`src/rtl/mp3_ctrl_pkg.sv`:
```
// rtl/mp3_ctrl_pkg.sv - shared types and constants for the bluetooth command path
//
// Purpose : frame parser state encoding, command opcodes and frame header byte
//           used by bt_frame_parser and bt_cmd_decoder.
// Ports   : none (package).
package mp3_ctrl_pkg;

  typedef enum logic [1:0] {
    IDLE    = 2'd0,
    GOT_HDR = 2'd1,
    GOT_CMD = 2'd2,
    GOT_ARG = 2'd3
  } frame_state_t;

  localparam logic [7:0] FRAME_HDR     = 8'hA5;

  localparam logic [7:0] CMD_VOL_UP    = 8'h01;
  localparam logic [7:0] CMD_VOL_DOWN  = 8'h02;
  localparam logic [7:0] CMD_SET_VOL   = 8'h03;
  localparam logic [7:0] CMD_PAUSE     = 8'h04;
  localparam logic [7:0] CMD_NEXT      = 8'h05;
  localparam logic [7:0] CMD_PRE       = 8'h06;
  localparam logic [7:0] CMD_SELECT    = 8'h07;

endpackage

```
`src/rtl/bt_frame_parser.sv`:
```
// rtl/bt_frame_parser.sv - 4-byte command frame parser with inter-byte timeout
//
// Purpose : recognises A5,CMD,ARG,CHK frames (CHK = CMD^ARG). On a good CHK
//           byte o_cmd_valid pulses combinationally in the CHK strobe cycle so
//           the consumer registers the result at that same clock edge.
// Ports   : clk, rst          - clock, synchronous active-high reset
//           i_byte            - received UART byte
//           i_byte_valid      - one-cycle strobe qualifying i_byte
//           o_cmd, o_arg      - latched command and argument of current frame
//           o_cmd_valid       - frame accepted, execute o_cmd/o_arg now
//           o_err             - checksum mismatch or inter-byte timeout
module bt_frame_parser
  import mp3_ctrl_pkg::*;
#(
  parameter int TIMEOUT_CYC = 10_000_000
) (
  input  logic       clk,
  input  logic       rst,
  input  logic [7:0] i_byte,
  input  logic       i_byte_valid,
  output logic [7:0] o_cmd,
  output logic [7:0] o_arg,
  output logic       o_cmd_valid,
  output logic       o_err
);

  localparam int CNT_W = (TIMEOUT_CYC > 1) ? $clog2(TIMEOUT_CYC) : 1;
  localparam logic [CNT_W-1:0] CNT_LAST = CNT_W'(TIMEOUT_CYC - 1);

  frame_state_t     state_q, state_d;
  logic [CNT_W-1:0] cnt_q, cnt_d;
  logic [7:0]       cmd_q, cmd_d;
  logic [7:0]       arg_q, arg_d;

  always_ff @(posedge clk) begin
    if (rst) begin
      state_q <= IDLE;
      cnt_q   <= '0;
      cmd_q   <= '0;
      arg_q   <= '0;
    end else begin
      state_q <= state_d;
      cnt_q   <= cnt_d;
      cmd_q   <= cmd_d;
      arg_q   <= arg_d;
    end
  end

  always_comb begin
    state_d     = state_q;
    cnt_d       = cnt_q;
    cmd_d       = cmd_q;
    arg_d       = arg_q;
    o_cmd_valid = 1'b0;
    o_err       = 1'b0;

    case (state_q)
      IDLE: begin
        cnt_d = '0;
        if (i_byte_valid && (i_byte == FRAME_HDR)) begin
          state_d = GOT_HDR;
        end
      end
      GOT_HDR: begin
        if (i_byte_valid) begin
          cmd_d   = i_byte;
          cnt_d   = '0;
          state_d = GOT_CMD;
        end
      end
      GOT_CMD: begin
        if (i_byte_valid) begin
          arg_d   = i_byte;
          cnt_d   = '0;
          state_d = GOT_ARG;
        end
      end
      GOT_ARG: begin
        if (i_byte_valid) begin
          cnt_d   = '0;
          state_d = IDLE;
          if (i_byte == (cmd_q ^ arg_q)) begin
            o_cmd_valid = 1'b1;
          end else begin
            o_err = 1'b1;
          end
        end
      end
      default: state_d = IDLE;
    endcase

    // Counter holds the number of idle cycles already spent mid-frame; the
    // TIMEOUT_CYC-th consecutive idle cycle abandons the frame.
    if ((state_q != IDLE) && !i_byte_valid) begin
      if (cnt_q == CNT_LAST) begin
        state_d = IDLE;
        cnt_d   = '0;
        o_err   = 1'b1;
      end else begin
        cnt_d = cnt_q + CNT_W'(1);
      end
    end
  end

  assign o_cmd = cmd_q;
  assign o_arg = arg_q;

endmodule

```
`src/rtl/bt_cmd_decoder.sv`:
```
// rtl/bt_cmd_decoder.sv - bluetooth command decoder holding player control state
//
// Purpose : executes parsed frames against volume, song index and pause state;
//           auto-advances on end of track. All outputs are registered.
// Ports   : clk, rst          - clock, synchronous active-high reset
//           i_byte            - received UART byte
//           i_byte_valid      - one-cycle strobe qualifying i_byte
//           i_FINISH          - one-cycle end-of-track strobe from mp3
//           o_vol             - SCI_VOL word {att,att}
//           o_song_select     - current song index
//           o_pause           - 1 = paused
//           o_next, o_pre     - one-cycle song advanced / stepped back strobes
//           o_err             - one-cycle error strobe
module bt_cmd_decoder
  import mp3_ctrl_pkg::*;
#(
  parameter logic [15:0] VOL_INIT    = 16'h2020,
  parameter logic [7:0]  VOL_STEP    = 8'h08,
  parameter logic [7:0]  VOL_MAX_ATT = 8'hFE,
  parameter int          SONG_NUM    = 2,
  parameter int          SONG_W      = 1,
  parameter int          TIMEOUT_CYC = 10_000_000
) (
  input  logic              clk,
  input  logic              rst,
  input  logic [7:0]        i_byte,
  input  logic              i_byte_valid,
  input  logic              i_FINISH,
  output logic [15:0]       o_vol,
  output logic [SONG_W-1:0] o_song_select,
  output logic              o_pause,
  output logic              o_next,
  output logic              o_pre,
  output logic              o_err
);

  logic [7:0] p_cmd, p_arg;
  logic       p_cmd_valid, p_err;

  bt_frame_parser #(
    .TIMEOUT_CYC (TIMEOUT_CYC)
  ) u_parser (
    .clk          (clk),
    .rst          (rst),
    .i_byte       (i_byte),
    .i_byte_valid (i_byte_valid),
    .o_cmd        (p_cmd),
    .o_arg        (p_arg),
    .o_cmd_valid  (p_cmd_valid),
    .o_err        (p_err)
  );

  logic [7:0]        att_q, att_d;
  logic [SONG_W-1:0] song_q, song_d;
  logic              pause_q, pause_d;
  logic              next_q, next_d;
  logic              pre_q, pre_d;
  logic              err_q, err_d;

  logic [8:0]        att_sub9, att_add9;
  logic [SONG_W-1:0] song_inc, song_dec;
  logic              cmd_moves_song;

  // 9-bit intermediates: borrow in att_sub9[8] means underflow past zero.
  assign att_sub9 = {1'b0, att_q} - {1'b0, VOL_STEP};
  assign att_add9 = {1'b0, att_q} + {1'b0, VOL_STEP};

  assign song_inc = (song_q == SONG_W'(SONG_NUM - 1)) ? '0 : song_q + SONG_W'(1);
  assign song_dec = (song_q == '0) ? SONG_W'(SONG_NUM - 1) : song_q - SONG_W'(1);

  always_comb begin
    att_d          = att_q;
    song_d         = song_q;
    pause_d        = pause_q;
    next_d         = 1'b0;
    pre_d          = 1'b0;
    err_d          = p_err;
    cmd_moves_song = 1'b0;

    if (p_cmd_valid) begin
      case (p_cmd)
        CMD_VOL_UP:   att_d = att_sub9[8] ? 8'h00 : att_sub9[7:0];
        CMD_VOL_DOWN: att_d = (att_add9 > {1'b0, VOL_MAX_ATT}) ? VOL_MAX_ATT : att_add9[7:0];
        CMD_SET_VOL:  att_d = (p_arg > VOL_MAX_ATT) ? VOL_MAX_ATT : p_arg;
        CMD_PAUSE:    pause_d = ~pause_q;
        CMD_NEXT: begin
          song_d         = song_inc;
          next_d         = 1'b1;
          pause_d        = 1'b0;
          cmd_moves_song = 1'b1;
        end
        CMD_PRE: begin
          song_d         = song_dec;
          pre_d          = 1'b1;
          pause_d        = 1'b0;
          cmd_moves_song = 1'b1;
        end
        CMD_SELECT: begin
          if ({24'd0, p_arg} < SONG_NUM[31:0]) begin
            song_d         = p_arg[SONG_W-1:0];
            next_d         = 1'b1;
            pause_d        = 1'b0;
            cmd_moves_song = 1'b1;
          end else begin
            err_d = 1'b1;
          end
        end
        default: err_d = 1'b1;
      endcase
    end

    // End of track is dropped when a song-moving command executes this cycle.
    if (i_FINISH && !cmd_moves_song) begin
      song_d  = song_inc;
      next_d  = 1'b1;
      pause_d = 1'b0;
    end
  end

  always_ff @(posedge clk) begin
    if (rst) begin
      att_q   <= VOL_INIT[7:0];
      song_q  <= '0;
      pause_q <= 1'b0;
      next_q  <= 1'b0;
      pre_q   <= 1'b0;
      err_q   <= 1'b0;
    end else begin
      att_q   <= att_d;
      song_q  <= song_d;
      pause_q <= pause_d;
      next_q  <= next_d;
      pre_q   <= pre_d;
      err_q   <= err_d;
    end
  end

  assign o_vol         = {att_q, att_q};
  assign o_song_select = song_q;
  assign o_pause       = pause_q;
  assign o_next        = next_q;
  assign o_pre         = pre_q;
  assign o_err         = err_q;

endmodule

```
`config.mk`:
```
export PLATFORM = sky130hd
export DESIGN_NAME = bt_cmd_decoder
export DESIGN_NICKNAME = d
export VERILOG_FILES = /design/src/rtl/mp3_ctrl_pkg.sv /design/src/rtl/bt_frame_parser.sv /design/src/rtl/bt_cmd_decoder.sv
export SDC_FILE = /design/constraint.sdc
export NUM_CORES = 1
export LEC_CHECK = 0
export ABC_AREA = 1
export BUFFER_PORTS_ARGS = -buffer_cell sky130_fd_sc_hd__buf_2
export CAP_MARGIN = 20
export CORE_MARGIN = 2
export CORE_UTILIZATION = 62
export CTS_BUF_LIST = sky130_fd_sc_hd__clkbuf_4 sky130_fd_sc_hd__clkbuf_8 sky130_fd_sc_hd__clkbuf_16
export DETAILED_ROUTE_END_ITERATION = 10
export PLACE_DENSITY = 0.83
export SYNTH_ARGS = -nofsm -noshare
export SYNTH_HDL_FRONTEND = slang
export SYNTH_SLANG_ARGS = --single-unit
export TNS_END_PERCENT = 20
```
`constraint.sdc`:
```
create_clock -name clk -period 2.9 [get_ports clk]
set_input_delay 0.435 -clock clk [delete_from_list [all_inputs] [get_ports clk]]
set_output_delay 0.435 -clock clk [all_outputs]
set_load 0.02 [all_outputs]
```
==> flow_metrics.py <==
metrics = {
    "critical_path": {
        "endpoint_kind": "flop",
        "crit_type": "flop to flop",
        "critPathMaxFanout": 8,
        "critPathLaunchType": "flop",
        "critical_path_arrival_ps": 2190,
        "crit_required_ps": 3160,
    },
    "logic_synthesis": {
        "synthArstFlopShare": 0,
        "syn-num-nets": 532,
        "synth_edf_count": 0,
        "syn_area_per_cell_um2": 6.595,
        "synth_top_area_share": 0.3235,
        "synthFlopType": "dfxtp_1",
        "synth_largest_area_cell": "dfxtp_1",
        "synth_seq_cells": 55,
        "yosys-top-cells-area": "dfxtp_1 32%, nand2_1 12%, nor2_1 8.1%",
        "syn-cell-area_um2": 3403,
        "ys_warn_count": 0,
        "ys_seq_area_frac": 0.3235,
        "yosysUniqueCellTypes": 40,
        "syn-instance-count": 516,
    },
    "place": {
        "dp.cells": 602,
        "placed_area_um2": 3541,
        "place_congestion": 0.9526,
        "portBuffers": 32,
        "post-place-ws_ps": 985.0,
        "dpl.hpwl_mm": 5.948,
    },
    "global_route": {
        "grt_pass1_vias": 3119,
        "grt_pass1_wl_mm": 13.38,
        "grt-ovfl-total": 0,
        "antenna_found_initial": 0,
        "grt_max_degree": 28,
        "grt_usage": 0.2704,
    },
    "sta": {
        "max_clock_freq_mhz": 516.6,
        "rsz0062_at_grt": "false",
        "slew_headroom": 0.3916,
        "setup_violations": 0,
        "fin_tns_setup_ps": 0,
        "fin_skew_ps": 6.760,
        "slew_viol_final": 0,
        "fin_crit_sh": 0.6675,
        "period_minus_slack_ps": 1936,
        "tightestPinTransition_ps": 909.2,
        "final_hold_viol_count": 0,
        "whs_ps": 373.2,
        "setup_ws_ps": 964.2,
    },
    "cts": {
        "numCtsBuffers": 5,
        "postCtsHoldBufs": 0,
        "cts-root-buf": "clkbuf_8",
        "h-tree-depth": 2,
        "cts.sinks": 55,
        "postCtsSetupRepairBufs": 0,
        "cts_tree": "built",
        "clk_pin_slew_ps": 100,
        "cts-resized-gates": 0,
        "clk_path_buf_depth": 2,
        "clock_latency_ps": 320,
    },
    "cells_and_area": {
        "multiInputGateArea_um2": 1911,
        "final.fill_count": 455,
        "n_antenna_cell": 0,
        "fin_area_um2": 3641,
        "layout_commonest_cell": "nand2_1",
        "area_growth_pct": 6.985,
        "final_cells": 610,
        "fin_util": 0.6995,
        "layout-drive-gt1-share": 0.1481,
        "layout_common_cells": "111 x nand2_1, 73 x nor2_1, 64 x inv_1",
        "nets": 555,
        "layout.area.seq_um2": 1101,
    },
    "power": {
        "power.density_nw_per_um2": 355.5,
        "p_total_mw": 1.294,
        "p_leak_nw": 1.606,
        "ir_worst_vdd_uv": 275.6,
    },
    "job": {
        "drv_cap": 0,
    },
    "detailed_routing": {
        "routedWlPerCell_um": 12.74,
        "viasPerCell": 5.428,
        "drc_errors": 0,
        "wirelength_mm": 7.773,
        "drt-initial-drc-count": 246,
        "dr_total_vias": 3311,
        "ant_nets": 0,
        "firstDrtPassIters": 4,
    },
    "floorplan": {
        "core_um2": 5205,
        "placementRows": 26,
        "ios": 33,
        "die_w_um": 78.09,
        "die_y_um": 78.09,
        "dieArea_um2": 6098,
        "start_util": 0.6538,
    },
    "worst_hold_path": {
        "hp-class": "input pin to flop",
    },
    "outcome": {
        "status": "finished, final reports clean",
    },
}
==> critical path: stages, from the launching register on <==
cell and delay, ps:
dfxtp_1 500, inv_1 140, ha_1 300, inv_1 100, nor3_1 50, nor2_1 120, nand3b_1 110, nand3_1 80
nand2_1 50, inv_1 100, nand2_4 70, nand2_1 60, nand2_1 50, nor2_1 140
==> cell usage after synthesis (7+ instances only) <==
library cell,number
a21oi_1,30
inv_1,64
xor2_1,10
buf_4,9
nor3_1,17
inv_2,7
nand2_2,11
nand3_1,26
nand4_1,14
nand2_1,111
o21ai_0,27
dfxtp_1,55
nor2_1,73
nor4_1,8
==> worst paths after layout <==
check                                                     from  slack, ps                        endpoint  depth (start not counted)
worst min register to register  u_parser.cnt_q[0]$_SDFFE_PP0P_        480  u_parser.cnt_q[0]$_SDFFE_PP0P_                          1
worst max-delay path                     att_q[3]$_SDFFE_PP0P_        960           att_q[1]$_SDFFE_PP0P_                         13
worst max register to register           att_q[3]$_SDFFE_PP0P_        960           att_q[1]$_SDFFE_PP0P_                         13
worst min-delay path                                       rst        370           att_q[0]$_SDFFE_PP0P_                          2
==> area by class of cell <==
cell class	instances	share of cell area
sequential	55	0.3024
clock inverter	2	0.004811
timing repair buffer	33	0.04605
clock buffer	6	0.02268
inverter	73	0.07526
multi-input combinational	371	0.5247
tap	70	0.02405
==> per-layer routing <==
layer	vias up	wire length (µm)	GRT usage	part of all wire
met4	0	146	0.09474	0.019
li1	1707	-	-	-
met1	1516	3326	0.3152	0.43
met2	73	3949	0.5000	0.51
met3	15	351	0.04253	0.045
met5	-	0	0	0
==> cell families (layout without fill, tap and decap cells) <==
logic type | Yosys count | after routing | synth area share
flip-flops | 55 | 55 | 0.3235
AO/OA/AOI/OAI | 71 | 71 | 0.1176
XOR/XNOR | 12 | 12 | 0.03088
AND/OR/NAND/NOR | 284 | 284 | 0.3982
adder cells (fa/ha/maj) | 4 | 4 | 0.01471
buffers and inverters | 90 | 114 | 0.1151
==> registers in the layout, indices dropped and copies added, names as in the netlist <==
name and count:
u_parser.cnt_q 24, att_q 8, u_parser.o_arg 8, u_parser.o_cmd 8
u_parser.state_q 2, o_err 1, o_next 1, o_pause 1
o_pre 1, o_song_select 1
==> where the power goes <==
group	internal, mW	leakage (nW)	switching (mW)	total [mW]
clock	0.201	0.0522	0.274	0.475
sequential	0.757	0.443	0.00139	0.758
combinational	0.0211	1.11	0.0402	0.0613
total	0.979	1.61	0.316	1.29
(Power assumes the default switching activity.)
